<file path="config.mk">
export PLATFORM = sky130hd
export DESIGN_NAME = divider_block_7733
export DESIGN_NICKNAME = d
export VERILOG_FILES = /design/src/rtl/mult_block_pkg.sv /design/src/rtl/divider_block_7733_div_step.sv /design/src/rtl/divider_block_7733.sv
export SDC_FILE = /design/constraint.sdc
export NUM_CORES = 1
export LEC_CHECK = 0
export BUFFER_PORTS_ARGS = -buffer_cell sky130_fd_sc_hd__buf_2
export CORE_MARGIN = 1
export CORE_UTILIZATION = 57
export DETAILED_ROUTE_END_ITERATION = 12
export GPL_TIMING_DRIVEN = 0
export HOLD_SLACK_MARGIN = 0.06
export PLACE_DENSITY_LB_ADDON = 0.3
export SLEW_MARGIN = 20
export SYNTH_ARGS = -nofsm -noshare
export SYNTH_HDL_FRONTEND = slang
export SYNTH_SLANG_ARGS = --single-unit
export TNS_END_PERCENT = 30
</file>
<file path="constraint.sdc">
create_clock -name clk -period 5.4 [get_ports clk]
set_clock_uncertainty 0.1 [all_clocks]
set_input_delay 0 -clock clk [delete_from_list [all_inputs] [get_ports clk]]
set_output_delay 0 -clock clk [all_outputs]
set_load 0.005 [all_outputs]
</file>
<file path="src/rtl/mult_block_pkg.sv">
// Shared constants and types for the multiplier and divider blocks.
package mult_block_pkg;

  localparam int unsigned MULT_A_W   = 32;
  localparam int unsigned MULT_B_W   = 32;
  localparam int unsigned MULT_P_W   = MULT_A_W + MULT_B_W;

  localparam int unsigned DIV_DEFAULT_DIVISOR = 7733;
  localparam int unsigned DIV_STEPS           = 32;

  typedef enum logic [1:0] {
    IDLE = 2'd0,
    BUSY = 2'd1,
    DONE = 2'd2
  } div_state_e;

endpackage

</file>
<file path="src/rtl/divider_block_7733_div_step.sv">
// One restoring shift-subtract division step; pure combinational.
module div_step (
  input  logic [32:0] r,
  input  logic        d_bit,
  input  logic [31:0] divisor,
  output logic [32:0] r_next,
  output logic        q_bit
);

  // One extra bit above the 33-bit remainder so the shifted value never wraps.
  logic [33:0] wide;

  always_comb begin
    wide   = {r, d_bit};
    q_bit  = (wide >= {2'b00, divisor});
    r_next = q_bit ? 33'(wide - {2'b00, divisor}) : wide[32:0];
  end

endmodule

</file>
<file path="src/rtl/divider_block_7733.sv">
// Iterative 32-cycle unsigned divider by a constant DIVISOR.
// Build with DIV7733_REM_EN defined to expose the remainder on o_rem.
module divider_block_7733
  import mult_block_pkg::*;
#(
  parameter int unsigned DIVISOR = DIV_DEFAULT_DIVISOR
) (
  input  logic        clk,
  input  logic        rst,
  input  logic        i_valid,
  output logic        i_ready,
  input  logic [31:0] i_data0,
  output logic        o_valid,
  input  logic        o_ready,
  output logic [31:0] o_data0
`ifdef DIV7733_REM_EN
  ,
  output logic [31:0] o_rem
`endif
);

  localparam logic [31:0] DIV_W  = 32'(DIVISOR);
  localparam logic [4:0]  CNT_HI = 5'(DIV_STEPS - 1);

  div_state_e  state, state_nxt;
  logic [4:0]  cnt;
  logic [31:0] dvd;
  logic [31:0] quot;
  logic [32:0] rem_q;
  logic [32:0] r_next;
  logic        q_bit;

  div_step u_step (
    .r      (rem_q),
    .d_bit  (dvd[cnt]),
    .divisor(DIV_W),
    .r_next (r_next),
    .q_bit  (q_bit)
  );

  always_ff @(posedge clk) begin
    if (rst) state <= IDLE;
    else     state <= state_nxt;
  end

  always_comb begin
    state_nxt = state;
    case (state)
      IDLE:    if (i_valid)      state_nxt = BUSY;
      BUSY:    if (cnt == 5'd0)  state_nxt = DONE;
      DONE:    if (o_ready)      state_nxt = IDLE;
      default:                   state_nxt = IDLE;
    endcase
  end

  // Handshake outputs decode the registered state only.
  assign i_ready = (state == IDLE);
  assign o_valid = (state == DONE);

  always_ff @(posedge clk) begin
    if (rst) begin
      cnt   <= 5'd0;
      dvd   <= 32'd0;
      quot  <= 32'd0;
      rem_q <= 33'd0;
    end else begin
      case (state)
        IDLE: if (i_valid) begin
          dvd   <= i_data0;
          quot  <= 32'd0;
          rem_q <= 33'd0;
          cnt   <= CNT_HI;
        end
        BUSY: begin
          rem_q <= r_next;
          quot  <= {quot[30:0], q_bit};
          if (cnt != 5'd0) cnt <= cnt - 5'd1;
        end
        default: ;
      endcase
    end
  end

  assign o_data0 = quot;
`ifdef DIV7733_REM_EN
  assign o_rem = rem_q[31:0];
`endif

endmodule

</file>
Yosys cells after proc, flatten, opt, wreduce, memory -nomap -nowiden
Cells that the tools add are included.
{"block": "word_totals", "memories": 0, "elab_cells": 37, "mem_bits_ro": 0, "inputBits": 36, "ramBits": 0, "register_bits": 104, "latchBits": 0, "out_inout_bits": 34}
{"block": "classes", "n_lt_le_gt_ge": 2, "addsub": 2, "div_mod_pow": 0, "n_bitwise": 0, "n_eq_ne": 6, "reduce_logical": 8, "n_mux": 14, "n_mul": 0, "shifts": 0}
{"cell": "two-way mux 33 bit", "count": 2}
{"cell": "one-hot mux 33 bit (2 select lines)", "count": 1}
{"cell": "one-hot mux 32 bit (2 select lines)", "count": 1}
{"cell": ">= comparator 34 x 13 -> 1 bit (second input constant)", "count": 1}
{"cell": "subtractor 33 x 13 -> 33 bit (second input constant)", "count": 1}
{"cell": "two-way mux 32 bit", "count": 1}
{"cell": "two-way mux 5 bit", "count": 2}
{"cell": "one-hot mux 5 bit (2 select lines)", "count": 1}
{"cell": "less-than comparator 5 x 6 -> 1 bit (second input constant)", "count": 1}
{"cell": "two-way mux 2 bit", "count": 3}
{"cell": "!= test 2 bit (second input constant)", "count": 3}
{"cell": "one-hot mux 2 bit (3 select lines)", "count": 1}
{"cell": "AND reduction 3 bit", "count": 2}
{"cell": "binary-select mux 1 bit (select 5 bit)", "count": 1}
{"cell": "logical NOT 5 bit", "count": 1}
{"cell": "nonzero test 5 bit", "count": 1}
{"cell": "subtractor 5 x 1 -> 5 bit (second input constant)", "count": 1}
{"cell": "AND reduction 2 bit", "count": 2}
{"cell": "== test 2 x 1 -> 1 bit (second input constant)", "count": 1}
{"cell": "== test 2 bit (second input constant)", "count": 1}
{"cell": "logical NOT 2 bit", "count": 1}
{"cell": "!= test 2 x 1 -> 1 bit (second input constant)", "count": 1}
{"cell": "nonzero test 2 bit", "count": 1}
{"cell": "two-way mux 1 bit", "count": 1}

Logic depth before layout (Yosys ltp)
Gate-level depths: netlist of the first run.
{"block": "logic_depth", "word_depth": 5, "ltp_mapped": 15}

Modules after synthesis
Synthesis of the first run repeated with hierarchy kept, for this count alone.
{"block": "hier_totals", "cells_unflattened": 840, "area_unflattened_um2": 6199.7}
{"mod": "divider_block_7733", "n_inst": 1, "area_each_um2": 4008.8, "cells_per_inst": 494}
{"mod": "div_step", "n_inst": 1, "area_each_um2": 2190.9, "cells_per_inst": 346}

Worst setup path after synthesis of the first run
OpenSTA, ideal clock, no wires.
{"block": "synth_path", "path_type": "reg2reg", "from": "register cnt[1]", "to": "register rem_q[11]", "setup_time_ns": 0.130, "period_less_slack_ns": 3.745, "t_arrival_ns": 3.515, "slack_ns": 1.655, "stages_incl_launch_ff": 15, "n_path_buf": 1, "path_cell_list": "dfxtp_1 clkbuf_1 mux2_2 a32o_1 nor4_1 a32oi_1 inv_1 ha_1 nor2b_1 o211a_1 o21ai_0 nand3_1 o2111ai_1 xor2_1 o21ai_0"}
{"block": "synth_via", "elab_chain_len": 5, "word_cells_on_any_way": 6}
{"item": "start: declaration", "line_no": "divider_block_7733.sv:26", "source": "logic [4:0] cnt;"}
{"item": "start signal: assignment", "line_no": "divider_block_7733.sv:77", "source": "if (cnt != 5'd0) cnt <= cnt - 5'd1;"}
{"item": "binary-select mux 1 bit (select 5 bit) *", "line_no": "divider_block_7733.sv:35", "source": ".d_bit (dvd[cnt]),"}
{"item": "two-way mux 1 bit (implied by the code) *", "line_no": "divider_block_7733.sv:35"}
{"item": "subtractor 33 x 13 -> 33 bit or >= comparator 34 x 13 -> 1 bit (tied branches)", "line_no": "divider_block_7733_div_step.sv:16, divider_block_7733_div_step.sv:15"}
{"item": "two-way mux 33 bit *", "line_no": "divider_block_7733_div_step.sv:16", "source": "r_next = q_bit ? 33'(wide - {2'b00, divisor}) : wide[32:0];"}
{"item": "one-hot mux 33 bit (2 select lines) *", "line_no": "divider_block_7733.sv:67", "source": "case (state)"}
{"item": "end signal: assignment", "line_no": "divider_block_7733.sv:75", "source": "rem_q <= r_next;"}
{"item": "end: declaration", "line_no": "divider_block_7733.sv:29", "source": "logic [32:0] rem_q;"}
Mark *: on every way between the ends. The rest lies on a longest branch, timed or not. The select of a mux whose other input is x is not followed.
A chain may end at the register's enable or synchronous reset.

Worst setup path after layout of the first run
{"block": "layout_path", "from": "register cnt[2]", "to": "register rem_q[11]"}
The elaborated chain is that of the path after synthesis.

==> impl_metrics.toml, run 1 <==
[die]
die-width_um = 93.2
initial_core_util = 0.602
coreArea_um2 = 7890
pin_count = 70
die_area_um2 = 8690
rows = 32
dieHeight_um = 93.2

[timing]
clock.fmax_ghz = 0.215
rsz0062_at_grt = "no"
hold_viol_final = 0
setup_ws_ns = 0.746
min_period_over_period = 0.862
maxSlewHeadroom = 0.349
tightest_slew_ns = 0.967
hold-worst-slack_ns = 0.138
setup_violations = 0
drv_slew = 0
final.setup.tns_ns = 0
period_needed_ns = 4.65

[cells_and_area]
drive_above_1_share = 0.156
multi_input_area_um2 = 2480
area_growth_pct = 22.2
diodes = 0
utilization = 0.735
fin_cells = 788
nFillCells = 580
final_area_um2 = 5800
nets = 721
final-seq-area_um2 = 2080

[cts]
post_cts_buffers = 0
cts.sinks = 104
cts_tree = "built"
hold_buffers = 39
postCtsResizedCells = 0
cts_buffers = 9
clock_latency_ns = 0.37
clkTransAtPathRegs_ns = 0.11
cts.path.max_buffers = 2
htreeDepth = 3
cts_root_buf = "clkbuf_8"

[global_routing]
track_usage = 0.288
grt-ovfl-total = 0
antenna_found_initial = 0
grt_max_degree = 20
grt_pass1_wl_um = 20000
grt_pass1_vias = 4330

[synth]
yosysTopAreaCellShare = 0.439
synth-seq-cells = 104
syn_nets = 602
yosysTopAreaCell = "dfxtp_1"
yosys_warnings = 0
avgSynthCellArea_um2 = 8.44
synthTopCellsByArea = "dfxtp_1 44%, nand2_1 8.1%, a22oi_1 6.2%"
synth_ff_type = "dfxtp_1"
async_flop_share = 0
netlist_area_um2 = 4740
ys_seq_area_frac = 0.439
synth_cell_types = 60
netlist_instances = 562
synth_edf_count = 0

[run_status]
status = "finished clean"

[critical_path]
required_ns = 5.55
critPathKind = "reg -> reg"
cp_data_arrival_time_ns = 4.80
startpoint_type = "register"
crit_top_cell = "o21ai_0"
cp_slowest_cell = "nor4_1"
r2r-start = "cnt[2]$_SDFFE_PP0P_"
crit_start = "cnt[2]$_SDFFE_PP0P_"
slowest_delay_ns = 0.82
crit_path_end_kind = "register"
crit_chain = "buf_2 > buf_1 > mux2i_1 > nor2_1 > nor4_1 > a32oi_1 > inv_1 > ha_1 > nor2b_1 > o211a_1 > o21ai_0 > nand3_1 > o2111ai_1 > xor2_1 > o21ai_0"
path_max_fanout = 10

[route]
vias = 4542
drc = 0
detail-route-antenna-nets = 0
viasPerCell = 5.76
wl_um = 12000
drtIter0Drc = 329
routedWlPerCell_um = 15.2
first_pass_iters = 6

[hold_path]
hold_class = "in -> reg"
worstHoldStart = "i_valid"

[power]
ir_worst_vdd_mv = 0.307
p_per_area_nw_per_um2 = 554
power.total_mw = 3.21
p_leak_nw = 2.27

[place]
pre_cts_slack_ns = 0.848
numPortBuffers = 69
place_hpwl_um = 7990
place_congestion = 0.881
post_dp_cell_area_um2 = 5220
placed_cells = 733

[run]
maxCapViolCount = 0
[layer usage]
metal,vias to the layer above,part of all wire,global-route usage,routed length [um]
met5,-,0,0,0
li1,2217,-,-,-
met3,28,0.072,0.0699,865
met4,0,0.023,0.108,270
met2,192,0.46,0.451,5510
met1,2105,0.45,0.384,5340
[cells by family (layout without fill, tap and decap cells)]
logic type / Yosys count / count (layout) / share of synthesized area
AND/OR/NAND/NOR: 225 / 225 / 0.222
AO/OA/AOI/OAI: 138 / 138 / 0.195
flip-flops: 104 / 104 / 0.439
buffers and inverters: 47 / 171 / 0.0374
XOR/XNOR: 31 / 31 / 0.0572
multiplexers: 13 / 13 / 0.0385
adder cells (fa/ha/maj): 4 / 4 / 0.0105
[worst paths after layout]
path | to | slack [ns] | cells after the start
setup reg to reg | rem_q[11]$_SDFFE_PP0P_ | 0.75 | 15
hold / removal | rem_q[22]$_SDFFE_PP0P_ | 0.14 | 4
setup / recovery | rem_q[11]$_SDFFE_PP0P_ | 0.75 | 15
hold reg to reg | dvd[6]$_SDFFE_PP0P_ | 0.36 | 2
[placed cells by master, fill, tap and decap left out, drive strengths merged, types with 7 or more instances in the layout]
| cell | netlist | layout |
|---|---|---|
| dfxtp | 104 | 104 |
| nand2 | 102 | 102 |
| buf | 2 | 71 |
| nor2 | 57 | 57 |
| clkbuf | 37 | 47 |
| a21oi | 42 | 42 |
| a22oi | 39 | 39 |
| dlygate4sd3 | 0 | 39 |
| o21ai | 23 | 23 |
| xnor2 | 22 | 22 |
| nor3 | 19 | 19 |
| inv | 8 | 11 |
| xor2 | 9 | 9 |
| or4 | 8 | 8 |
| nor4 | 8 | 8 |
| mux2i | 7 | 7 |
[critical path, delay by kind of cell (launching register included)]
family          cells  cell delay, ns
simple gates        4            1.39
compound gates      5            1.29
buf+inv             3            0.81
flops               1            0.32
mux                 1            0.25
fa+ha+maj           1            0.19
xor+xnor            1            0.17
[sequential cells by signal (all words and copies together) (netlist names)]
signal	count
dvd	32
rem_q	33
state	2
cnt	5
o_data0	32
[where the power goes]
group          internal [mW]  switching (mW)
Clock                  0.181           0.298
Combinational          0.781           0.972
Sequential             0.870           0.110
[cell usage after synthesis (all sizes together), types with 3 or more instances]
library cell,count
mux2i,7
inv,8
nor2b,4
nand3,5
nor2,57
nand2b,3
xor2,9
ha,4
nand4,5
o21ai,23
a21oi,42
nand2,102
a22oi,39
a211oi,5
xnor2,22
or4,8
nor4,8
mux4,4
nor3,19
clkbuf,37
or3,4
a22o,3
o211ai,6
dfxtp,104
[layout make-up]
cell class,instances,area share
Tap cell,102,0.0220
Sequential cell,104,0.359
Timing Repair Buffer,108,0.127
Multi-Input combinational cell,411,0.428
Inverter,8,0.00518
Clock inverter,6,0.0110
Buffer,39,0.0255
Clock buffer,10,0.0220
No activity file was read; power rests on OpenSTA's default activity.
==> inputs of run 2 (changes only) <==
ABC_CLOCK_PERIOD_IN_PS = 5400   (was not set)
CORE_UTILIZATION = 59   (was 57)
REMOVE_ABC_BUFFERS = 1   (was not set)
SYNTH_HIERARCHICAL = 1   (was not set)
==> impl_metrics.toml, run 2 <==
[die]
rows = 37
pin_count = 70
coreArea_um2 = 10300
die-width_um = 105
initial_core_util = 0.603
die_area_um2 = 10900
dieHeight_um = 105

[global_routing]
grt-ovfl-total = 0
grt_pass1_wl_um = 26600
busiest_layer = "met2"
grt_pass1_vias = 5821
use_met2 = 0.511
antenna_found_initial = 0
track_usage = 0.296
grtUsageMet3 = 0.0526
grt_max_degree = 71
use_met1 = 0.364

[route]
wl_um = 15800
first_pass_iters = 5
drtIter0Drc = 445
detail-route-antenna-nets = 0
drc = 0
viasPerCell = 5.67
routedWlPerCell_um = 14.5
vias = 6192

[synth]
async_flop_share = 0
synth-seq-cells = 104
yosysTopAreaCellShare = 0.336
synth_cell_types = 63
ys_seq_area_frac = 0.336
synth_most_common_cell = "nand2_1"
netlist_top_cells_count = "167 x nand2_1, 147 x a21oi_1, 104 x dfxtp_1"
synthTopCellsByArea = "dfxtp_1 34%, a21oi_1 12%, nand2_1 10%"
netlist_instances = 840
synth_edf_count = 0
synth_ff_type = "dfxtp_1"
netlist_area_um2 = 6200
yosysTopAreaCell = "dfxtp_1"
avgSynthCellArea_um2 = 7.38
yosys_warnings = 6

[place]
pre_cts_slack_ns = 0.472
placed_cells = 1026
place_hpwl_um = 9160
numPortBuffers = 69
post_dp_cell_area_um2 = 6750
place_congestion = 0.850

[power]
power.total_mw = 1.68
ir_worst_vdd_mv = 0.214
p_leak_nw = 3.09
p_per_area_nw_per_um2 = 225

[run]
maxCapViolCount = 0

[cts]
clkTransAtPathRegs_ns = 0.10
cts_buffers = 9
cts.sinks = 104
clock_latency_ns = 0.38
cts_tree = "built"
cts_root_buf = "clkbuf_8"
htreeDepth = 3
cts.path.max_buffers = 2

[run_status]
status = "finished clean"

[timing]
rsz0062_at_grt = "no"
drv_slew = 0
period_needed_ns = 5.02
clock.fmax_ghz = 0.199
setup_violations = 0
hold_viol_final = 0
final.setup.tns_ns = 0
hold-worst-slack_ns = 0.0994
maxSlewHeadroom = 0.500
setup_ws_ns = 0.377
min_period_over_period = 0.930
tightest_slew_ns = 0.749

[cells_and_area]
largest_register_ffs = 33
area_growth_pct = 20.3
drive_above_1_share = 0.117
fin_cells = 1092
final_cell_mix = "166 x nand2_1, 147 x a21oi_1, 103 x dfxtp_1"
utilization = 0.726
regMostFlops = "rem_q"
final_area_um2 = 7460
nets = 1021
diodes = 0
layout_commonest_cell = "nand2_1"

[hold_path]
hold_depth = 4
hold_class = "in -> reg"

[critical_path]
path_max_fanout = 16
cp_data_arrival_time_ns = 5.19
startpoint_type = "register"
r2r_cells = 18
critPathKind = "reg -> reg"
required_ns = 5.57
crit_path_end_kind = "register"
run 2: cells by family after synthesis:
kind of cell | share of synthesized area
adder cells (fa/ha/maj) | 0.0698
AO/OA/AOI/OAI | 0.222
XOR/XNOR | 0.0381
multiplexers | 0.0341
AND/OR/NAND/NOR | 0.233
buffers and inverters | 0.0662
flip-flops | 0.336
other | 0.00121
run 2: repair_timing:
item / in CTS / in global routing
endpoints found under the setup margin: 0 / 1
hold buffers: 50 / 0
setup buffers: 0 / 0
gates resized for setup: 0 / 1
endpoints found under the hold margin: 67 / 0
run 2: power by group:
part           internal (mW)  switching, mW  total (mW)
Combinational          0.138          0.207       0.345
Sequential             0.794         0.0323       0.826
Clock                  0.221          0.289       0.510
run 2: worst max-delay path: stages (launching register included):
cell	delay, ns
dfxtp_1	0.76
mux4_1	0.69
o2111ai_1	0.22
nand3b_1	0.20
inv_1	0.11
ha_1	0.16
inv_1	0.05
fa_1	0.43
a211oi_2	0.27
o211a_1	0.21
o211ai_1	0.09
and2_1	0.19
a31oi_2	0.31
a31oi_4	0.30
inv_2	0.33
nor2_1	0.08
mux2_1	0.29
nand2_1	0.06
a21oi_1	0.05
run 2: cell type report:
class	instances	area (um^2)
Clock buffer	10	128
Sequential cell	104	2080
Multi-Input combinational cell	664	3840
Tap cell	136	170
Clock inverter	6	78.8
Timing Repair Buffer	125	981
Fill cell	812	2820
Inverter	47	176
run 2: routing by layer:
| metal | share of wire | vias to the layer above |
|---|---|---|
| met3 | 0.048 | 38 |
| met2 | 0.50 | 191 |
| li1 | - | 3084 |
| met4 | 0.023 | 0 |
| met5 | 0 | - |
| met1 | 0.43 | 2879 |
run 2: worst paths after layout:
check	to	start	slack, ns
max	rem_q[32]$_SDFFE_PP0P_	cnt[2]$_SDFFE_PP0P_	0.38
max reg2reg	rem_q[32]$_SDFFE_PP0P_	cnt[2]$_SDFFE_PP0P_	0.38
min	rem_q[7]$_SDFFE_PP0P_	i_valid	0.1
min reg2reg	dvd[17]$_SDFFE_PP0P_	dvd[17]$_SDFFE_PP0P_	0.36
